==> src/rtl/alu_pkg.sv <==
// rtl/alu_pkg.sv - shared types, constants and CRC3 helper for the ALU result link
package alu_pkg;

  // Packet type bit values
  localparam logic DATA_TYPE = 1'b0;
  localparam logic CMD_TYPE  = 1'b1;

  // Canonical single-byte error frames: {1, e[2:0], e[2:0], even parity}
  localparam logic [7:0] ERR_DATA_FRAME = 8'hC9;
  localparam logic [7:0] ERR_CRC_FRAME  = 8'hA5;
  localparam logic [7:0] ERR_OP_FRAME   = 8'h93;

  // Bit positions inside flags = {carry, overflow, zero, negative}
  localparam int FLAG_CARRY    = 3;
  localparam int FLAG_OVERFLOW = 2;
  localparam int FLAG_ZERO     = 1;
  localparam int FLAG_NEGATIVE = 0;

  // Bit positions inside err_flags = {err_data, err_crc, err_op}
  localparam int ERR_DATA_BIT = 2;
  localparam int ERR_CRC_BIT  = 1;
  localparam int ERR_OP_BIT   = 0;

  // Number of DATA packets carrying C in a normal frame
  localparam logic [2:0] FRAME_DATA_PKTS = 3'd4;

  // Packet receiver states
  typedef enum logic [1:0] {
    RX_IDLE  = 2'd0,
    RX_SHIFT = 2'd1,
    RX_STOP  = 2'd2
  } rx_state_e;

  // CRC3, polynomial x^3+x+1, init 0, message consumed MSB first.
  // The message is {C[31:0], 1'b0, flags[3:0]}.
  function automatic logic [2:0] crc3(input logic [36:0] msg);
    logic [2:0] crc;
    logic       fb;
    crc = 3'b000;
    for (int i = 36; i >= 0; i--) begin
      fb  = crc[2] ^ msg[i];
      crc = {crc[1], crc[0] ^ fb, fb};
    end
    return crc;
  endfunction

endpackage

==> src/rtl/alu_packet_rx.sv <==
// rtl/alu_packet_rx.sv - 11-bit serial packet deserialiser (start, type, 8 data, stop)
module alu_packet_rx
  import alu_pkg::*;
(
  input  logic       clk,
  input  logic       rst_n,
  input  logic       sout,
  output logic       pkt_valid,
  output logic       pkt_type,
  output logic [7:0] pkt_byte,
  output logic       pkt_stop_ok,
  output logic       rx_idle
);

  rx_state_e  state_q, state_d;
  logic [3:0] bit_cnt_q, bit_cnt_d;
  logic [8:0] shift_q, shift_d;
  // armed: the line has been seen high since reset or since a bad stop bit,
  // so a low level can be trusted as a real start bit
  logic       armed_q, armed_d;

  // Next-state logic for the packet FSM
  always_comb begin
    state_d   = state_q;
    bit_cnt_d = bit_cnt_q;
    shift_d   = shift_q;
    armed_d   = armed_q;
    case (state_q)
      RX_IDLE: begin
        if (sout) begin
          armed_d = 1'b1;
        end else if (armed_q) begin
          state_d   = RX_SHIFT;
          bit_cnt_d = 4'd0;
        end
      end
      RX_SHIFT: begin
        shift_d   = {shift_q[7:0], sout};
        bit_cnt_d = bit_cnt_q + 4'd1;
        if (bit_cnt_q == 4'd8) begin
          state_d = RX_STOP;
        end
      end
      RX_STOP: begin
        // A good stop bit keeps us armed so a start can follow with no gap
        state_d = RX_IDLE;
        armed_d = sout;
      end
      default: begin
        state_d = RX_IDLE;
        armed_d = 1'b0;
      end
    endcase
  end

  // Packet FSM registers
  always_ff @(posedge clk) begin
    if (!rst_n) begin
      state_q   <= RX_IDLE;
      bit_cnt_q <= 4'd0;
      shift_q   <= 9'd0;
      armed_q   <= 1'b0;
    end else begin
      state_q   <= state_d;
      bit_cnt_q <= bit_cnt_d;
      shift_q   <= shift_d;
      armed_q   <= armed_d;
    end
  end

  // The strobe is a decode of the state register; the stop bit is live on sout
  assign pkt_valid   = (state_q == RX_STOP);
  assign pkt_type    = shift_q[8];
  assign pkt_byte    = shift_q[7:0];
  assign pkt_stop_ok = sout;
  assign rx_idle     = (state_q == RX_IDLE) && sout;

endmodule

==> src/rtl/alu_result_rx.sv <==
// rtl/alu_result_rx.sv - frame decoder for ALU result and error frames
module alu_result_rx
  import alu_pkg::*;
#(
  parameter int TIMEOUT_CYCLES = 64
) (
  input  logic        clk,
  input  logic        rst_n,
  input  logic        sout,
  output logic        result_valid,
  output logic [31:0] c_data,
  output logic [3:0]  flags,
  output logic        crc_ok,
  output logic        err_valid,
  output logic [2:0]  err_flags,
  output logic        protocol_err
);

  localparam int IDLE_W = $clog2(TIMEOUT_CYCLES + 2);
  localparam logic [IDLE_W-1:0] IDLE_LIMIT = IDLE_W'(TIMEOUT_CYCLES);

  logic       pkt_valid;
  logic       pkt_type;
  logic [7:0] pkt_byte;
  logic       pkt_stop_ok;
  logic       rx_idle;

  alu_packet_rx u_packet_rx (
    .clk         (clk),
    .rst_n       (rst_n),
    .sout        (sout),
    .pkt_valid   (pkt_valid),
    .pkt_type    (pkt_type),
    .pkt_byte    (pkt_byte),
    .pkt_stop_ok (pkt_stop_ok),
    .rx_idle     (rx_idle)
  );

  logic [2:0]        cnt_q, cnt_d;
  logic [31:0]       c_buf_q, c_buf_d;
  logic [IDLE_W-1:0] idle_cnt_q, idle_cnt_d;
  logic              result_valid_q, result_valid_d;
  logic [31:0]       c_data_q, c_data_d;
  logic [3:0]        flags_q, flags_d;
  logic              crc_ok_q, crc_ok_d;
  logic              err_valid_q, err_valid_d;
  logic [2:0]        err_flags_q, err_flags_d;
  logic              protocol_err_q, protocol_err_d;
  logic              frame_clear;

  // Frame assembly, classification of CMD packets and inter-packet timeout
  always_comb begin
    cnt_d          = cnt_q;
    c_buf_d        = c_buf_q;
    idle_cnt_d     = idle_cnt_q;
    result_valid_d = 1'b0;
    err_valid_d    = 1'b0;
    protocol_err_d = 1'b0;
    c_data_d       = c_data_q;
    flags_d        = flags_q;
    crc_ok_d       = crc_ok_q;
    err_flags_d    = err_flags_q;
    frame_clear    = 1'b0;

    if (pkt_valid) begin
      idle_cnt_d = '0;
      if (!pkt_stop_ok) begin
        protocol_err_d = 1'b1;
        frame_clear    = 1'b1;
      end else if (pkt_type == DATA_TYPE) begin
        if (cnt_q == FRAME_DATA_PKTS) begin
          protocol_err_d = 1'b1;
          frame_clear    = 1'b1;
        end else begin
          c_buf_d = {c_buf_q[23:0], pkt_byte};
          cnt_d   = cnt_q + 3'd1;
        end
      end else begin
        frame_clear = 1'b1;
        if (cnt_q == FRAME_DATA_PKTS && !pkt_byte[7]) begin
          result_valid_d = 1'b1;
          c_data_d       = c_buf_q;
          flags_d        = pkt_byte[6:3];
          crc_ok_d       = (crc3({c_buf_q, 1'b0, pkt_byte[6:3]}) == pkt_byte[2:0]);
        end else if (cnt_q == 3'd0 && pkt_byte[7]) begin
          // Error code is sent twice plus even parity over the whole byte
          if (!(^pkt_byte) && (pkt_byte[6:4] == pkt_byte[3:1])) begin
            err_valid_d = 1'b1;
            err_flags_d = pkt_byte[6:4];
          end else begin
            protocol_err_d = 1'b1;
          end
        end else begin
          protocol_err_d = 1'b1;
        end
      end
    end else if (rx_idle && cnt_q != 3'd0) begin
      // Fires on the first idle-high cycle beyond the allowed gap
      if (idle_cnt_q == IDLE_LIMIT) begin
        protocol_err_d = 1'b1;
        frame_clear    = 1'b1;
      end else begin
        idle_cnt_d = idle_cnt_q + 1'b1;
      end
    end else begin
      idle_cnt_d = '0;
    end

    if (frame_clear) begin
      cnt_d      = 3'd0;
      c_buf_d    = 32'd0;
      idle_cnt_d = '0;
    end
  end

  // Frame state and registered outputs
  always_ff @(posedge clk) begin
    if (!rst_n) begin
      cnt_q          <= 3'd0;
      c_buf_q        <= 32'd0;
      idle_cnt_q     <= '0;
      result_valid_q <= 1'b0;
      c_data_q       <= 32'd0;
      flags_q        <= 4'd0;
      crc_ok_q       <= 1'b0;
      err_valid_q    <= 1'b0;
      err_flags_q    <= 3'd0;
      protocol_err_q <= 1'b0;
    end else begin
      cnt_q          <= cnt_d;
      c_buf_q        <= c_buf_d;
      idle_cnt_q     <= idle_cnt_d;
      result_valid_q <= result_valid_d;
      c_data_q       <= c_data_d;
      flags_q        <= flags_d;
      crc_ok_q       <= crc_ok_d;
      err_valid_q    <= err_valid_d;
      err_flags_q    <= err_flags_d;
      protocol_err_q <= protocol_err_d;
    end
  end

  assign result_valid = result_valid_q;
  assign c_data       = c_data_q;
  assign flags        = flags_q;
  assign crc_ok       = crc_ok_q;
  assign err_valid    = err_valid_q;
  assign err_flags    = err_flags_q;
  assign protocol_err = protocol_err_q;

endmodule
==> config.mk <==
export PLATFORM = sky130hd
export DESIGN_NAME = alu_result_rx
export DESIGN_NICKNAME = d
export VERILOG_FILES = /design/src/rtl/alu_pkg.sv /design/src/rtl/alu_packet_rx.sv /design/src/rtl/alu_result_rx.sv
export SDC_FILE = /design/constraint.sdc
export NUM_CORES = 1
export LEC_CHECK = 0
export BUFFER_PORTS_ARGS = -buffer_cell sky130_fd_sc_hd__clkbuf_2
export CORE_ASPECT_RATIO = 1.75
export CORE_UTILIZATION = 63
export DETAILED_ROUTE_END_ITERATION = 10
export GPL_ROUTABILITY_DRIVEN = 0
export PLACE_DENSITY = 0.83
export REMOVE_ABC_BUFFERS = 1
export SLEW_MARGIN = 20
export SYNTH_ARGS = -nofsm -noshare
export SYNTH_HDL_FRONTEND = slang
export SYNTH_SLANG_ARGS = --single-unit
export TNS_END_PERCENT = 10
==> constraint.sdc <==
create_clock -name clk -period 3 [get_ports clk]
set_input_delay 0.3 -clock clk [delete_from_list [all_inputs] [get_ports clk]]
set_output_delay 0.3 -clock clk [all_outputs]
set_load 0.05 [all_outputs]
==> summary by stage <==
GRT
The maximum number of pins on one net before global-route repair is 61. The number of antenna violations at the first check in global routing is 0. The via count of the first global-routing pass was roughly 3200. The first global-routing pass estimated 14.65 mm of wire. For this run the aggregate overflow at the end of global routing stands at 0. The global-route usage over all layers is a little over a quarter.

Critical path
Of all nets on the critical path, the largest fanout is 7. The endpoint identified for the worst register-to-register timing path is crc_ok$_SDFFE_PN0P_. STA classifies the critical path startpoint as a register. STA puts the critical path data required time at 3280 ps.

The critical path in this run is classified as reg2reg. The slack of the worst reg-to-reg path is a little under 800 ps. The endpoint class of the critical path is a register.

Data on the critical path arrives at its endpoint at about 2500 ps. The launch instance of the worst register-to-register path is u_packet_rx.shift_q[5]$_SDFFE_PN0P_. The number of cells on the worst reg-to-reg path is 7.

Die
The die span in y is 112.1 µm. Measured along the x axis, the die boundary spans 64.89 µm. The placeable core region is between 6000 and 7000 µm².

The starting utilization of the core area is 66.19%. The die covers 7271 µm². The total number of placement rows is 39. For this design the top-level I/O count stands at 46.

Clock tree
The maximum root-to-sink buffer count is 2. CTS saw 101 sinks. The clock network latency to the later pin of the worst-skew pair is 350 ps. Once the clock tree was built, the setup fixing pass inserted 0 buffers. The level count of the clock H-tree is 3.

The root buffer cell is clkbuf_16. In this run, post-CTS repair resized a total of 0 instances. After clock tree synthesis, the clock-pin slew on the worst setup and hold paths is ~60 ps. The hold-fix buffer count after cts is 0. Buffers inserted during clock tree synthesis total 9. The TritonCTS clock tree is yes.

Yosys
The cell count after synthesis came out at slightly above 500. The dominant cell type by area after synthesis is dfxtp_1. Counting flops and latches in the post-synthesis netlist gives roughly 100. The post-synth design cell area is around 4400 µm².

The number of different library cells used by synthesis comes to 34. After synthesis, the cell types taking the most area are dfxtp_1, nand2_1, a21boi_0. The share of the Yosys chip area taken by registers is 46.37%.

During synthesis, Yosys emitted a total of 0 warnings. The portion of synthesized cell area occupied by the leading cell type is approximately 46%. Averaged over all synthesized cells, the footprint is 8.600 µm².

Power and ir drop
The internal power summed over all cells is roughly 2.2 mW. The power density normalized to cell area is 552.1 nW/µm². Of the total power, combinational logic draws under 10%. The switching share of power is 19.42%. For this design the total switching power over the nets is 0.5300 mW. The proportion of power drawn by the clock network is around half. The maximum vdd ir drop is 496.2 µV. The analysis attributes to cell leakage a power of 1.887 nW. Sequential cells burn between 40% and 50% of the power.

Cells and area
The top cell types in the final layout, fill and taps aside, are nand2_1, dfxtp_1, a21boi_0, clkbuf_2, a21oi_1. The post-route non-filler standard cell count is 624. The final core utilization is ~75%. The count of inserted antenna diode cells is 0. The leading cell type in the layout, fill and taps excluded is nand2_1.

The fraction of final layout cells with drive strength greater than 1 is 13.47%. The net count of the finished layout is 546. Relative to the synthesized area, the layout overhead comes to 13.37%.

Worst hold path
The startpoint identified for the worst hold timing path is sout. In this run the worst hold path is classified as in2reg. The instance count along the most critical hold path is 3.

The path with the worst hold slack has its endpoint at u_packet_rx.shift_q[0]$_SDFFE_PN0P_.

Drt
The total length of routed wires is 8.711 mm. Using the TritonRoute via totals, the vias-per-cell ratio works out to 5.367. The number of nets with antenna violations after routing is 0.

The residual DRC count is 0. The number of detailed-routing iterations run before antenna repair is 4. The per-cell routed wire length is 13.96 µm.

The routed layout has 3349 vias. The DRC violation total after the first TritonRoute iteration is 167.

STA
The count of final hold-check violations is 0. The relative slew slack is 35.92%. The final critical path time including I/O delays and setup is 2207 ps. Setup repair after global routing left no endpoint under its margin. The final worst-path cycle share is between 70% and 80%.

Timing would allow up to 453.2 MHz. In the final timing run, aggregate negative setup slack is 0 ps. Clock skew on the completed layout was measured at 6.820 ps. The number of pins with negative max-slew slack in the final report is 0. The final setup violation count is 0.

At the pin with the least slew margin, the transition time is between 900 and 1000 ps.

Job
The reported max-cap violation count is 0.

Placed design
The post-placement cell count is 608. The detailed placement HPWL is 6.044 mm. The number of buffers inserted by port buffering is 45.

Outcome
The flow ran to the end, and the final reports show no timing, DRC or antenna violations.
metal layers:
metal | GRT usage, % | part of all wire (%) | wire (µm)
met1 | 27.27 | 38 | 3306
met3 | 5.081 | 3.7 | 324
met5 | 0 | 0 | 0
met4 | 14.81 | 3.0 | 262
met2 | 48.13 | 55 | 4817
logic make-up after synthesis:
group	count (synthesis)	synth area share, %
AO/OA/AOI/OAI	89	13.17
XOR/XNOR	51	13.37
adder cells (fa/ha/maj)	6	1.722
buffers and inverters	39	3.701
flip-flops	101	46.37
multiplexers	3	0.6887
AND/OR/NAND/NOR	218	20.98
sequential cells by signal (all words and copies together) (netlist names), 2 cells and up:
| name | flops |
|---|---|
| c_buf_q | 32 |
| c_data | 32 |
| cnt_q | 3 |
| err_flags | 3 |
| flags | 4 |
| idle_cnt_q | 7 |
| u_packet_rx.bit_cnt_q | 4 |
| u_packet_rx.shift_q | 9 |
| u_packet_rx.state_q | 2 |
cell usage after synthesis, drive strengths merged:
library cell	instances
mux2i	3
a31oi	2
dfxtp	101
o31ai	1
nor3	2
nand3	7
and4	2
buf	3
xor2	14
ha	6
o311a	1
and2	2
o31a	1
nand2b	3
clkbuf	28
o21ai	3
inv	8
nor2b	7
xnor2	30
nor2	17
and3	5
nand3b	1
nand2	164
nor4	2
and4b	1
a21oi	35
nand4	3
a21boi	46
and3b	2
xnor3	7
worst max-delay path, stage by stage, from the launching register on:
cell and delay [ps]:
dfxtp_1 450, xnor3_2 510, xnor3_2 420, xnor2_2 200
nand2_1 80, nor4_1 220, a31oi_1 80, a31oi_1 170
area by class of cell:
cell class,count,area (µm²)
fillers,482,1644
inverters,8,30.03
multi-input cells,367,2177
clock inverters,6,110.1
flip-flops and latches,101,2022
well taps,82,102.6
repair buffers,50,262.8
clock buffers,10,239.0
metrics by stage:
step | hold WS, ps | total power, mW | setup WS [ps] | area [µm²]
after floorplan | 421.7 | 1.411 | 544.7 | 4229
after global placement | 442.2 | 1.431 | 917.7 | 4594
after detailed placement | 461.9 | 1.433 | 857.5 | 4594
after CTS | 217.9 | 2.747 | 839.6 | 4943
after global routing | 265.0 | 2.797 | 633.9 | 4943
final | 219.6 | 2.729 | 793.4 | 4943
worst max-delay path by stage:
stage	slack (ps)	cells after the start	endpoint	from
2_1_floorplan	540	7	c_buf_q[0]$_SDFFE_PP0P_	cnt_q[0]$_SDFFE_PP0P_
3_3_place_gp	920	6	crc_ok$_SDFFE_PN0P_	u_packet_rx.shift_q[5]$_SDFFE_PN0P_
3_5_place_dp	860	6	crc_ok$_SDFFE_PN0P_	u_packet_rx.shift_q[5]$_SDFFE_PN0P_
4_1_cts	840	7	crc_ok$_SDFFE_PN0P_	u_packet_rx.shift_q[5]$_SDFFE_PN0P_
5_1_grt	630	7	crc_ok$_SDFFE_PN0P_	u_packet_rx.shift_q[4]$_SDFFE_PN0P_
6_report	790	7	crc_ok$_SDFFE_PN0P_	u_packet_rx.shift_q[5]$_SDFFE_PN0P_
power groups by stage:
stage          clock network [mW]  logic, mW  registers [mW]
3_3_place_gp                    0     0.0512            1.38
3_5_place_dp                    0     0.0528            1.38
6_report                     1.33     0.0531            1.35
4_1_cts                      1.34     0.0529            1.35
2_1_floorplan                   0     0.0323            1.38
5_1_grt                      1.39     0.0584            1.35
(Power assumes the default switching activity.)
